[config.mk]
export PLATFORM = sky130hd
export DESIGN_NAME = trng_top
export DESIGN_NICKNAME = d
export VERILOG_FILES = /design/src/rtl/trng_top.sv
export SDC_FILE = /design/constraint.sdc
export NUM_CORES = 1
export LEC_CHECK = 0
export BUFFER_PORTS_ARGS = -buffer_cell sky130_fd_sc_hd__buf_4
export CORE_UTILIZATION = 30
export CTS_BUF_LIST = sky130_fd_sc_hd__clkbuf_4
export CTS_CLUSTER_SIZE = 14
export DETAILED_ROUTE_END_ITERATION = 7
export PLACE_DENSITY_LB_ADDON = 0.3
export SYNTH_ARGS = -nofsm -noshare
export SYNTH_HDL_FRONTEND = slang
export SYNTH_SLANG_ARGS = --single-unit
[constraint.sdc]
create_clock -name clk -period 2.7 [get_ports clk]
set_input_delay 0.135 -clock clk [delete_from_list [all_inputs] [get_ports clk]]
set_output_delay 0.135 -clock clk [all_outputs]
set_load 0.05 [all_outputs]
[src/rtl/trng_top.sv]
// Random-bit generator: four LFSR "oscillators" XOR-combined, sampled at a divided
// rate, screened by a repetition-count health test and debiased (von Neumann).
module trng_top #(
    parameter int unsigned SAMPLE_DIV = 4,
    parameter int unsigned REP_LIMIT  = 16
) (
    input  logic clk,
    input  logic rst,
    input  logic enable,
    output logic random_bit,
    output logic random_valid
);

    localparam logic [7:0] DivLast = 8'(SAMPLE_DIV - 1);
    localparam logic [7:0] RepLim  = 8'(REP_LIMIT);

    logic [12:0] s13_q, s13_d;
    logic [14:0] s15_q, s15_d;
    logic [16:0] s17_q, s17_d;
    logic [18:0] s19_q, s19_d;

    logic [7:0] div_q, div_d;
    logic       last_raw_q, last_raw_d;
    logic [7:0] rep_cnt_q, rep_cnt_d;
    logic       fail_q, fail_d;
    logic       has_first_q, has_first_d;
    logic       first_q, first_d;
    logic       random_bit_q, random_bit_d;
    logic       random_valid_q, random_valid_d;

    logic raw;
    logic strobe;

    // Free-running Fibonacci LFSRs; they ignore enable so entropy keeps evolving.
    always_comb begin
        s13_d = {s13_q[11:0], s13_q[12] ^ s13_q[11] ^ s13_q[10] ^ s13_q[7]};
        s15_d = {s15_q[13:0], s15_q[14] ^ s15_q[13]};
        s17_d = {s17_q[15:0], s17_q[16] ^ s17_q[13]};
        s19_d = {s19_q[17:0], s19_q[18] ^ s19_q[17] ^ s19_q[16] ^ s19_q[13]};
        raw   = s13_q[12] ^ s15_q[14] ^ s17_q[16] ^ s19_q[18];
    end

    // Sample-rate divider; held at zero while disabled so each run starts a fresh period.
    always_comb begin
        strobe = enable && (div_q == DivLast);
        div_d  = 8'd0;
        if (enable && (div_q != DivLast)) begin
            div_d = div_q + 8'd1;
        end
    end

    // Repetition-count health test with a sticky fail flag.
    always_comb begin
        last_raw_d = last_raw_q;
        rep_cnt_d  = rep_cnt_q;
        fail_d     = fail_q;
        if (strobe) begin
            if (raw == last_raw_q) begin
                rep_cnt_d = (rep_cnt_q == 8'hff) ? rep_cnt_q : rep_cnt_q + 8'd1;
            end else begin
                rep_cnt_d = 8'd1;
            end
            last_raw_d = raw;
            if (rep_cnt_d >= RepLim) begin
                fail_d = 1'b1;
            end
        end
    end

    // Von Neumann debiaser; fail_d gates the strobe that trips the health test too.
    always_comb begin
        has_first_d    = has_first_q;
        first_d        = first_q;
        random_bit_d   = random_bit_q;
        random_valid_d = 1'b0;
        if (!enable) begin
            has_first_d = 1'b0;
        end else if (strobe) begin
            if (!has_first_q) begin
                has_first_d = 1'b1;
                first_d     = raw;
            end else begin
                has_first_d = 1'b0;
                if ((raw != first_q) && !fail_d) begin
                    random_bit_d   = first_q;
                    random_valid_d = 1'b1;
                end
            end
        end
    end

    // State registers with asynchronous active-high reset.
    always_ff @(posedge clk or posedge rst) begin
        if (rst) begin
            s13_q          <= '1;
            s15_q          <= '1;
            s17_q          <= '1;
            s19_q          <= '1;
            div_q          <= 8'd0;
            last_raw_q     <= 1'b0;
            rep_cnt_q      <= 8'd0;
            fail_q         <= 1'b0;
            has_first_q    <= 1'b0;
            first_q        <= 1'b0;
            random_bit_q   <= 1'b0;
            random_valid_q <= 1'b0;
        end else begin
            s13_q          <= s13_d;
            s15_q          <= s15_d;
            s17_q          <= s17_d;
            s19_q          <= s19_d;
            div_q          <= div_d;
            last_raw_q     <= last_raw_d;
            rep_cnt_q      <= rep_cnt_d;
            fail_q         <= fail_d;
            has_first_q    <= has_first_d;
            first_q        <= first_d;
            random_bit_q   <= random_bit_d;
            random_valid_q <= random_valid_d;
        end
    end

    assign random_bit   = random_bit_q;
    assign random_valid = random_valid_q;

endmodule

==> flow_metrics.env <==
export IMPL_outcome="complete, no violations"
export IMPL_async_reset_ff_share_pct=100
export IMPL_final_util_pct=35.6
export IMPL_path_max_fanout=5
export IMPL_fmaxAchievable_mhz=460
export IMPL_cts_root_buf="clkbuf_4"
export IMPL_fin_worst_skew_ns=0.0162
export IMPL_worstSkewPairLatency_ns=0.42
export IMPL_start_util_pct=31.4
export IMPL_startpoint_type="flop"
export IMPL_syn2layout_area_growth_pct=13.5
export IMPL_grt_pass1_vias=1492
export IMPL_drtAntennaViolNets=0
export IMPL_port_buffers=4
export IMPL_layout_nets=208
export IMPL_cap_violations=0
export IMPL_grt_ovfl_total=0
export IMPL_ys_ff_latch=86
export IMPL_numCtsBuffers=9
export IMPL_cts_tree="yes"
export IMPL_syn_area_mm2=0.00293
export IMPL_core_area_mm2=0.00933
export IMPL_routed_wl_mm=4.16
export IMPL_grt_pass1_wl_mm=7.43
export IMPL_num_vias=1422
export IMPL_die_area_mm2=0.0102
export IMPL_finalWeightedCongestion=0.699
export IMPL_fp_dieH_um=101
export IMPL_setup_viol_count_final=0
export IMPL_synth_edf_count=0
export IMPL_yosysWarnings=0
export IMPL_maxSlewHeadroom_pct=55.5
export IMPL_irDropWorstVdd_v=0.000344
export IMPL_layout_common_cells="dfstp_2, dfrtp_1, nor2_1"
export IMPL_arrival_ns=2.48
export IMPL_io_pin_count=5
export IMPL_syn_area_per_cell_um2=15.8
export IMPL_vias_per_cell=4.22
export IMPL_post_route_min_period_ns=2.18
export IMPL_wl_per_cell_um=12.3
export IMPL_antenna_cells=0
export IMPL_layout_cells_most_common="dfstp_2"
export IMPL_end_kind="flop"
export IMPL_rsz0062_at_grt="false"
export IMPL_worst_slew_pin_slew_ns=0.666
export IMPL_syn_nets=190
export IMPL_drive_gt1_share_pct=44.7
export IMPL_finalSetupTns_ns=0
export IMPL_synth_cells=185
export IMPL_grt_util_all_layers_pct=9.89
export IMPL_fin_crit_sh_pct=80.6
export IMPL_power_density_mw_per_mm2=675
export IMPL_antenna_found_initial=0
export IMPL_cts_htree_levels=3
export IMPL_drt_iter0_drc=29
export IMPL_dpl_hpwl_mm=2.47
export IMPL_ys_seq_area_share_pct=76.2
export IMPL_clock_path_buffers=2
export IMPL_hp_class="in -> async"
export IMPL_ys_flop_type="dfstp_2"
export IMPL_cp_required_ns=3.01
export IMPL_hold_viol=0
export IMPL_dr_pass1_iters=4
export IMPL_cts_sinks=86
export IMPL_cts_setup_buffers=0
export IMPL_slew_violations=0
export IMPL_die_width_um=101
export IMPL_power_leakage_nw=1.35
export IMPL_rows=35
export IMPL_drc=0
export IMPL_clk_pin_slew_ns=0.13
export IMPL_critPathKind="reg -> reg"
export IMPL_synth_distinct_cells=35
export IMPL_grt_max_degree=48
[what timing repair did]
item / 4_1_cts / 5_1_grt
hold buffers: 2 / 0
setup endpoints to repair: 0 / 0
resized for setup: 0 / 0
hold endpoints to repair: 25 / 0
[kinds of logic (layout without fill, tap and decap cells)]
logic type | Yosys count | count (layout) | synth area share [%]
mux | 2 | 2 | 0.855
fa+ha+maj | 2 | 2 | 0.855
flops | 86 | 86 | 76.2
simple gates | 41 | 41 | 7.22
xor+xnor | 21 | 21 | 7.01
buf+inv | 5 | 28 | 0.683
compound gates | 28 | 28 | 7.14
[path summary, 6_finish.rpt]
check                               to  cells past startpoint          from  slack, ns
min in group clk              s17_q[2]                      0      s17_q[1]       0.34
min reg2reg                   s17_q[2]                      0      s17_q[1]       0.34
max                         random_bit                      6  rep_cnt_q[0]       0.52
max reg2reg                 random_bit                      6  rep_cnt_q[0]       0.52
min                        has_first_q                      3           rst       0.33
max in group asynchronous     s19_q[8]                      4           rst       1.65
[area by class of cell]
class                   instances  area [um^2]
flip-flops and latches         86         2230
clock inverters                 6         85.1
fillers                       902         6000
multi-input cells              94          676
well taps                     129          161
clock buffers                  10         75.1
repair buffers                  8         77.6
inverters                       4         16.3
[worst max-delay path, stage by stage (launching register included)]
cell	delay, ns
dfrtp_1	0.44
ha_1	0.28
nand3_2	0.13
a2111o_1	0.45
a221oi_4	0.28
o211a_4	0.21
mux2_4	0.29
[sequential cells by signal, summed over array words and instances (netlist names)]
signal and count:
div_q 8, s13_q 13, fail_q 1, s19_q 19, first_q 1, random_bit 1
s17_q 17, s15_q 15, has_first_q 1, random_valid 1, rep_cnt_q 8, last_raw_q 1
[per-layer routing]
metal / routed length (um) / up-vias / GRT usage (%)
li1: - / 670 / -
met1: 2180 / 726 / 13.8
met2: 1740 / 17 / 13.1
met3: 153 / 9 / 4.37
met4: 81 / 0 / 4.35
met5: 0 / - / 0
[cells in the mapped netlist (all sizes together) (2+ instances only)]
cell type | instances | area (um^2)
dfstp | 64 | 1680
dfrtp | 22 | 551
nor2 | 13 | 51.3
xnor2 | 10 | 95.1
xor2 | 10 | 87.6
a21oi | 9 | 45.0
nand3 | 8 | 45.0
nand2 | 7 | 26.3
o21ai | 5 | 25.0
and3 | 4 | 26.3
inv | 4 | 15.0
nand4 | 4 | 25.0
o31ai | 4 | 30.0
a31oi | 3 | 18.8
ha | 2 | 25.0
[through the flow]
| step | cells | hold slack (ns) | total power [W] | instance area (um^2) | setup WS, ns |
|---|---|---|---|---|---|
| floorplan | 185 | 0.288 | 0.00144 | 2930 | 0.449 |
| global placement | 319 | 0.261 | 0.00146 | 3140 | 0.613 |
| detailed placement | 319 | 0.263 | 0.00147 | 3140 | 0.555 |
| CTS | 337 | 0.329 | 0.00229 | 3320 | 0.522 |
| global route | 337 | 0.350 | 0.00237 | 3320 | 0.382 |
| finish | 337 | 0.334 | 0.00224 | 3320 | 0.524 |
[power breakdown]
group / internal (W) / switching [W] / total [W]
Clock: 0.000385 / 0.000408 / 0.000794
Combinational: 0.0000387 / 0.0000591 / 0.0000979
Sequential: 0.00132 / 0.0000341 / 0.00135
Total: 0.00174 / 0.000502 / 0.00224
Note: power is estimated with default switching activity, not from simulation.
